$ cat src/rtl/pattern_serializer.sv
// pattern_serializer: sends one parallel pattern word as a framed serial
// stream (start bit, data MSB-first, stop bit) with DIV clocks per bit.
//
// Optional feature: define PATTERN_SERIALIZER_PARITY_EN to insert an
// even-parity bit between the data bits and the stop bit.
//
// Ports:
//   clk    - system clock, rising edge
//   rst_n  - asynchronous reset, active-low
//   start  - send request, accepted only while ready
//   din    - parallel word, captured on the accepted start edge
//   ready  - idle and able to accept start (registered)
//   busy   - frame in progress, inverse of ready (registered)
//   sout   - serial line, idles high (registered)
//   done   - one-cycle pulse after the last stop-bit cycle (registered)
module pattern_serializer #(
  parameter int unsigned WIDTH = 4,
  parameter int unsigned DIV   = 4
) (
  input  logic             clk,
  input  logic             rst_n,
  input  logic             start,
  input  logic [WIDTH-1:0] din,
  output logic             ready,
  output logic             busy,
  output logic             sout,
  output logic             done
);

  localparam int unsigned CW = (DIV > 1) ? $clog2(DIV) : 1;
  localparam int unsigned BW = (WIDTH > 1) ? $clog2(WIDTH) : 1;
  localparam logic [CW-1:0] DIV_LAST = CW'(DIV - 1);
  localparam logic [BW-1:0] BIT_LAST = BW'(WIDTH - 1);

  typedef enum logic [2:0] {
    IDLE = 3'd0,
    STRT = 3'd1,
    DATA = 3'd2,
`ifdef PATTERN_SERIALIZER_PARITY_EN
    PRTY = 3'd4,
`endif
    STOP = 3'd3
  } state_t;

  state_t           state_q, state_d;
  logic [CW-1:0]    cnt_q, cnt_d;
  logic [BW-1:0]    idx_q, idx_d;
  logic [WIDTH-1:0] sh_q, sh_d;
  logic             sout_d, done_d, ready_d;
  logic             bit_end;

  assign bit_end = (cnt_q == DIV_LAST);

`ifdef PATTERN_SERIALIZER_PARITY_EN
  // Parity is taken from the word at capture, since the shifter discards bits.
  logic par_q;
  always_ff @(posedge clk or negedge rst_n) begin
    if (!rst_n) begin
      par_q <= 1'b0;
    end else if (state_q == IDLE && start) begin
      par_q <= ^din;
    end
  end
`endif

  // State, datapath and registered outputs.
  always_ff @(posedge clk or negedge rst_n) begin
    if (!rst_n) begin
      state_q <= IDLE;
      cnt_q   <= '0;
      idx_q   <= '0;
      sh_q    <= '0;
      sout    <= 1'b1;
      done    <= 1'b0;
      ready   <= 1'b1;
      busy    <= 1'b0;
    end else begin
      state_q <= state_d;
      cnt_q   <= cnt_d;
      idx_q   <= idx_d;
      sh_q    <= sh_d;
      sout    <= sout_d;
      done    <= done_d;
      ready   <= ready_d;
      busy    <= ~ready_d;
    end
  end

  // Next state plus divider, bit index and shifter updates.
  always_comb begin
    state_d = state_q;
    cnt_d   = cnt_q;
    idx_d   = idx_q;
    sh_d    = sh_q;
    case (state_q)
      IDLE: begin
        cnt_d = '0;
        if (start) begin
          state_d = STRT;
          sh_d    = din;
        end
      end
      STRT: begin
        if (bit_end) begin
          cnt_d   = '0;
          idx_d   = BIT_LAST;
          state_d = DATA;
        end else begin
          cnt_d = cnt_q + 1'b1;
        end
      end
      DATA: begin
        if (bit_end) begin
          cnt_d = '0;
          sh_d  = sh_q << 1;
          if (idx_q == '0) begin
`ifdef PATTERN_SERIALIZER_PARITY_EN
            state_d = PRTY;
`else
            state_d = STOP;
`endif
          end else begin
            idx_d = idx_q - 1'b1;
          end
        end else begin
          cnt_d = cnt_q + 1'b1;
        end
      end
`ifdef PATTERN_SERIALIZER_PARITY_EN
      PRTY: begin
        if (bit_end) begin
          cnt_d   = '0;
          state_d = STOP;
        end else begin
          cnt_d = cnt_q + 1'b1;
        end
      end
`endif
      STOP: begin
        if (bit_end) begin
          cnt_d   = '0;
          state_d = IDLE;
        end else begin
          cnt_d = cnt_q + 1'b1;
        end
      end
      default: begin
        state_d = IDLE;
        cnt_d   = '0;
      end
    endcase
  end

  // Output values for the state being entered, so sout leads with no lag.
  always_comb begin
    sout_d  = 1'b1;
    ready_d = 1'b0;
    done_d  = (state_q == STOP) && bit_end;
    case (state_d)
      IDLE: ready_d = 1'b1;
      STRT: sout_d  = 1'b0;
      DATA: sout_d  = sh_d[WIDTH-1];
`ifdef PATTERN_SERIALIZER_PARITY_EN
      PRTY: sout_d  = par_q;
`endif
      STOP: sout_d  = 1'b1;
      default: sout_d = 1'b1;
    endcase
  end

endmodule
$ cat config.mk
export PLATFORM = sky130hd
export DESIGN_NAME = pattern_serializer
export DESIGN_NICKNAME = d
export VERILOG_FILES = /design/src/rtl/pattern_serializer.sv
export SDC_FILE = /design/constraint.sdc
export NUM_CORES = 1
export LEC_CHECK = 0
export CAP_MARGIN = 20
export CORE_UTILIZATION = 51
export DETAILED_ROUTE_END_ITERATION = 7
export PLACE_DENSITY = 0.75
export SETUP_SLACK_MARGIN = 0.02
export SLEW_MARGIN = 10
export SYNTH_ARGS = -nofsm -noshare
export SYNTH_HDL_FRONTEND = slang
export SYNTH_SLANG_ARGS = --single-unit
export TNS_END_PERCENT = 5
$ cat constraint.sdc
create_clock -name clk -period 1.8 [get_ports clk]
set_clock_uncertainty 0.2 [all_clocks]
set_input_delay 0.18 -clock clk [delete_from_list [all_inputs] [get_ports clk]]
set_output_delay 0.18 -clock clk [all_outputs]
set_load 0.02 [all_outputs]
==> flow_summary.json <==
{
  "status": "finished, violations left",
  "violations": "negative setup slack",
  "fin_tns_setup_ns": -0.00438,
  "yosysWarnings": 0,
  "grtUsageTotal": 0.228,
  "fillCellCount": 107,
  "core_sq_mm": 0.00135,
  "cp-start-kind": "register",
  "syn-cell-area_sq_um": 769,
  "cts_tree": "done",
  "synth_top_family_by_area": "simple AND/OR/NAND/NOR gates",
  "crit_arrival_ns": 1.81,
  "overflow": 0,
  "die_w_microns": 40.8,
  "pwr_density_cell_mw_per_mm2": 709,
  "grt_start_max_net_pins": 16,
  "io_buffers": 10,
  "rows": 13,
  "synth_compound_area_frac": 0.153,
  "fin_nets": 99,
  "period_share": 1.00,
  "dpl.hpwl_microns": 1040,
  "min_to": "sh_q[0]$_DFFE_PN0P_",
  "min_delay_path_depth": 3,
  "drc_errors": 0,
  "async_flop_share": 1.00,
  "worst-setup-path-type": "reg2reg",
  "holdCritStartpoint": "din[0]",
  "layout_commonest_cell": "dfrtp_1",
  "cts-root-buf": "clkbuf_4",
  "wl_per_cell_microns": 15.0,
  "peakVddDrop_mv": 0.461,
  "pwr-share-seq": 0.560,
  "wl_microns": 1550,
  "finalMaxSlewViolations": 0,
  "clockBufferDepth": 2,
  "p_total_uw": 675,
  "ant_nets": 0,
  "fmax_ghz": 0.554,
  "drt_pass1_iterations": 4,
  "dieArea_sq_mm": 0.00167,
  "viasPerCell": 5.64,
  "r2r_slack_ns": -0.004,
  "maxCapViolCount": 0,
  "synthSimpleGateAreaFrac": 0.233,
  "synth_edf_count": 0,
  "cts_made_buffers": 3,
  "ios": 11,
  "hold_violations": 0,
  "cts_setup_buffers": 0,
  "hold_slack_ns": 0.246,
  "placed_area_sq_um": 901,
  "hp-class": "in2reg",
  "rr_worst_depth": 5,
  "synth-main-ff-cell": "dfrtp_1",
  "grt_pass1_vias": 540,
  "required_ns": 1.81,
  "intPower_uw": 496,
  "critPathMaxFanout": 4,
  "endpoint_kind": "register",
  "design_area_sq_um": 952,
  "p_leak_nw": 0.429,
  "via_count": 581,
  "clkSlewWorstSetupHoldPaths_ns": 0.09,
  "pwr-share-clk": 0.292,
  "cts.sinks": 15,
  "postSynthCellCount": 72,
  "synth-xor-area-share": 0,
  "rsz0062_at_grt": "true",
  "post-route-min-period_ns": 1.80,
  "syn_area_per_cell_sq_um": 10.7,
  "ys_seq_elements": 15,
  "drtIter0Drc": 18,
  "grt_pass1_wl_microns": 2320,
  "die_h_microns": 40.8,
  "setup_ws_ns": -0.00438,
  "seq_area_frac_synth": 0.491,
  "antenna_found_initial": 0,
  "p_switching_uw": 179,
  "gp_congestion": 0.770,
  "synth_fa_ha_area_frac": 0.0488,
  "finalSetupViolations": 1,
  "most-common-layout-cells": "dfrtp_1, clkdlybuf4s50_1, inv_1",
  "synth.distinct_cells": 30,
  "power_frac_comb": 0.147,
  "diodes": 0,
  "drive_above_1_share": 0.205,
  "syn_nets": 82,
  "swShare": 0.264,
  "htree_levels": 1,
  "rr_endpoint": "sout$_DFF_PN1_",
  "syn_to_final_growth_pct": 23.7,
  "start_util": 0.570,
  "r2r-start": "cnt_q[0]$_DFF_PN0_",
  "insertion_delay_ns": 0.29,
  "fin_util": 0.705,
  "yosys-mux-area-fraction": 0.0130
}
-- cells in the mapped netlist (all sizes together), types with 2 or more instances --
library cell  count  area, sq um
a31oi             2         12.5
and3              3         18.8
buf               3         17.5
dfrtp            13          325
dfstp             2         52.6
ha                3         37.5
inv               7         26.3
nand2             3         11.3
nor2              3         11.3
nor2b             6         37.5
nor3              3         15.0
nor3b             2         15.0
nor4bb            2         20.0
o21ai             6         30.0
-- kinds of logic (layout without fill, tap and decap cells) --
family	after synthesis	in the layout
buf+inv	10	26
compound gates	16	16
flops	15	15
fa+ha+maj	3	3
simple gates	26	26
other cells	1	1
mux	1	1
-- final cells by class --
| cell class | instances | area (sq um) | area share |
|---|---|---|---|
| Multi-Input combinational cell | 47 | 359 | 0.377 |
| Clock inverter | 1 | 5.00 | 0.00526 |
| Inverter | 7 | 26.3 | 0.0276 |
| Clock buffer | 3 | 22.5 | 0.0237 |
| Sequential cell | 15 | 379 | 0.398 |
| Tap cell | 15 | 18.8 | 0.0197 |
| Timing Repair Buffer | 15 | 141 | 0.148 |
-- registers in the layout, summed over array words and instances (netlist names) --
| signal | count |
|---|---|
| done | 1 |
| cnt_q | 2 |
| ready | 1 |
| state_q | 3 |
| sout | 1 |
| sh_q | 4 |
| idx_q | 2 |
| busy | 1 |
-- worst max-delay path, cell delays in order (launching register included) --
cell and delay, ns:
dfrtp_1 0.39, ha_1 0.22, nor4bb_2 0.44, a221oi_2 0.15, nor3_1 0.26, a31oi_1 0.07
-- power groups by stage --
stage	logic [mW]	clock network, mW	registers (mW)
after floorplan	0.0491	0	0.387
after global placement	0.0958	0	0.383
after detailed placement	0.0980	0	0.384
after CTS	0.0991	0.203	0.377
after global routing	0.111	0.218	0.382
final	0.0994	0.197	0.378
-- timing repair --
| action | 4_1_cts | 5_1_grt |
|---|---|---|
| resized for setup | 1 | 4 |
| setup endpoints to repair | 2 | 4 |
| hold endpoints to repair | 13 | 0 |
| hold buffers | 1 | 0 |
-- metrics by stage --
step | std cells | setup slack (ns)
4_1_cts | 103 | 0.00761
2_1_floorplan | 72 | 0.258
3_5_place_dp | 98 | 0.00719
3_3_place_gp | 98 | 0.0428
6_report | 103 | -0.00438
5_1_grt | 103 | -0.0705
-- how the worst max path moves through the flow --
| stage | start | end |
|---|---|---|
| after floorplan | cnt_q[0]$_DFF_PN0_ | sout$_DFF_PN1_ |
| after global placement | start | sh_q[1]$_DFFE_PN0P_ |
| after global routing | cnt_q[0]$_DFF_PN0_ | sout$_DFF_PN1_ |
| final | cnt_q[0]$_DFF_PN0_ | sout$_DFF_PN1_ |
| after detailed placement | start | sh_q[1]$_DFFE_PN0P_ |
| after CTS | ready$_DFF_PN1_ | ready |
-- routing by layer --
layer  wire [microns]  share of wire  global-route usage  vias up
met4               25          0.016               0.125        0
met3               43          0.028              0.0652        4
met5                0              0                   0        -
met1              663           0.43               0.263      284
met2              813           0.53               0.375       10
li1                 -              -                   -      283
Power figures use the tool's default switching activity.
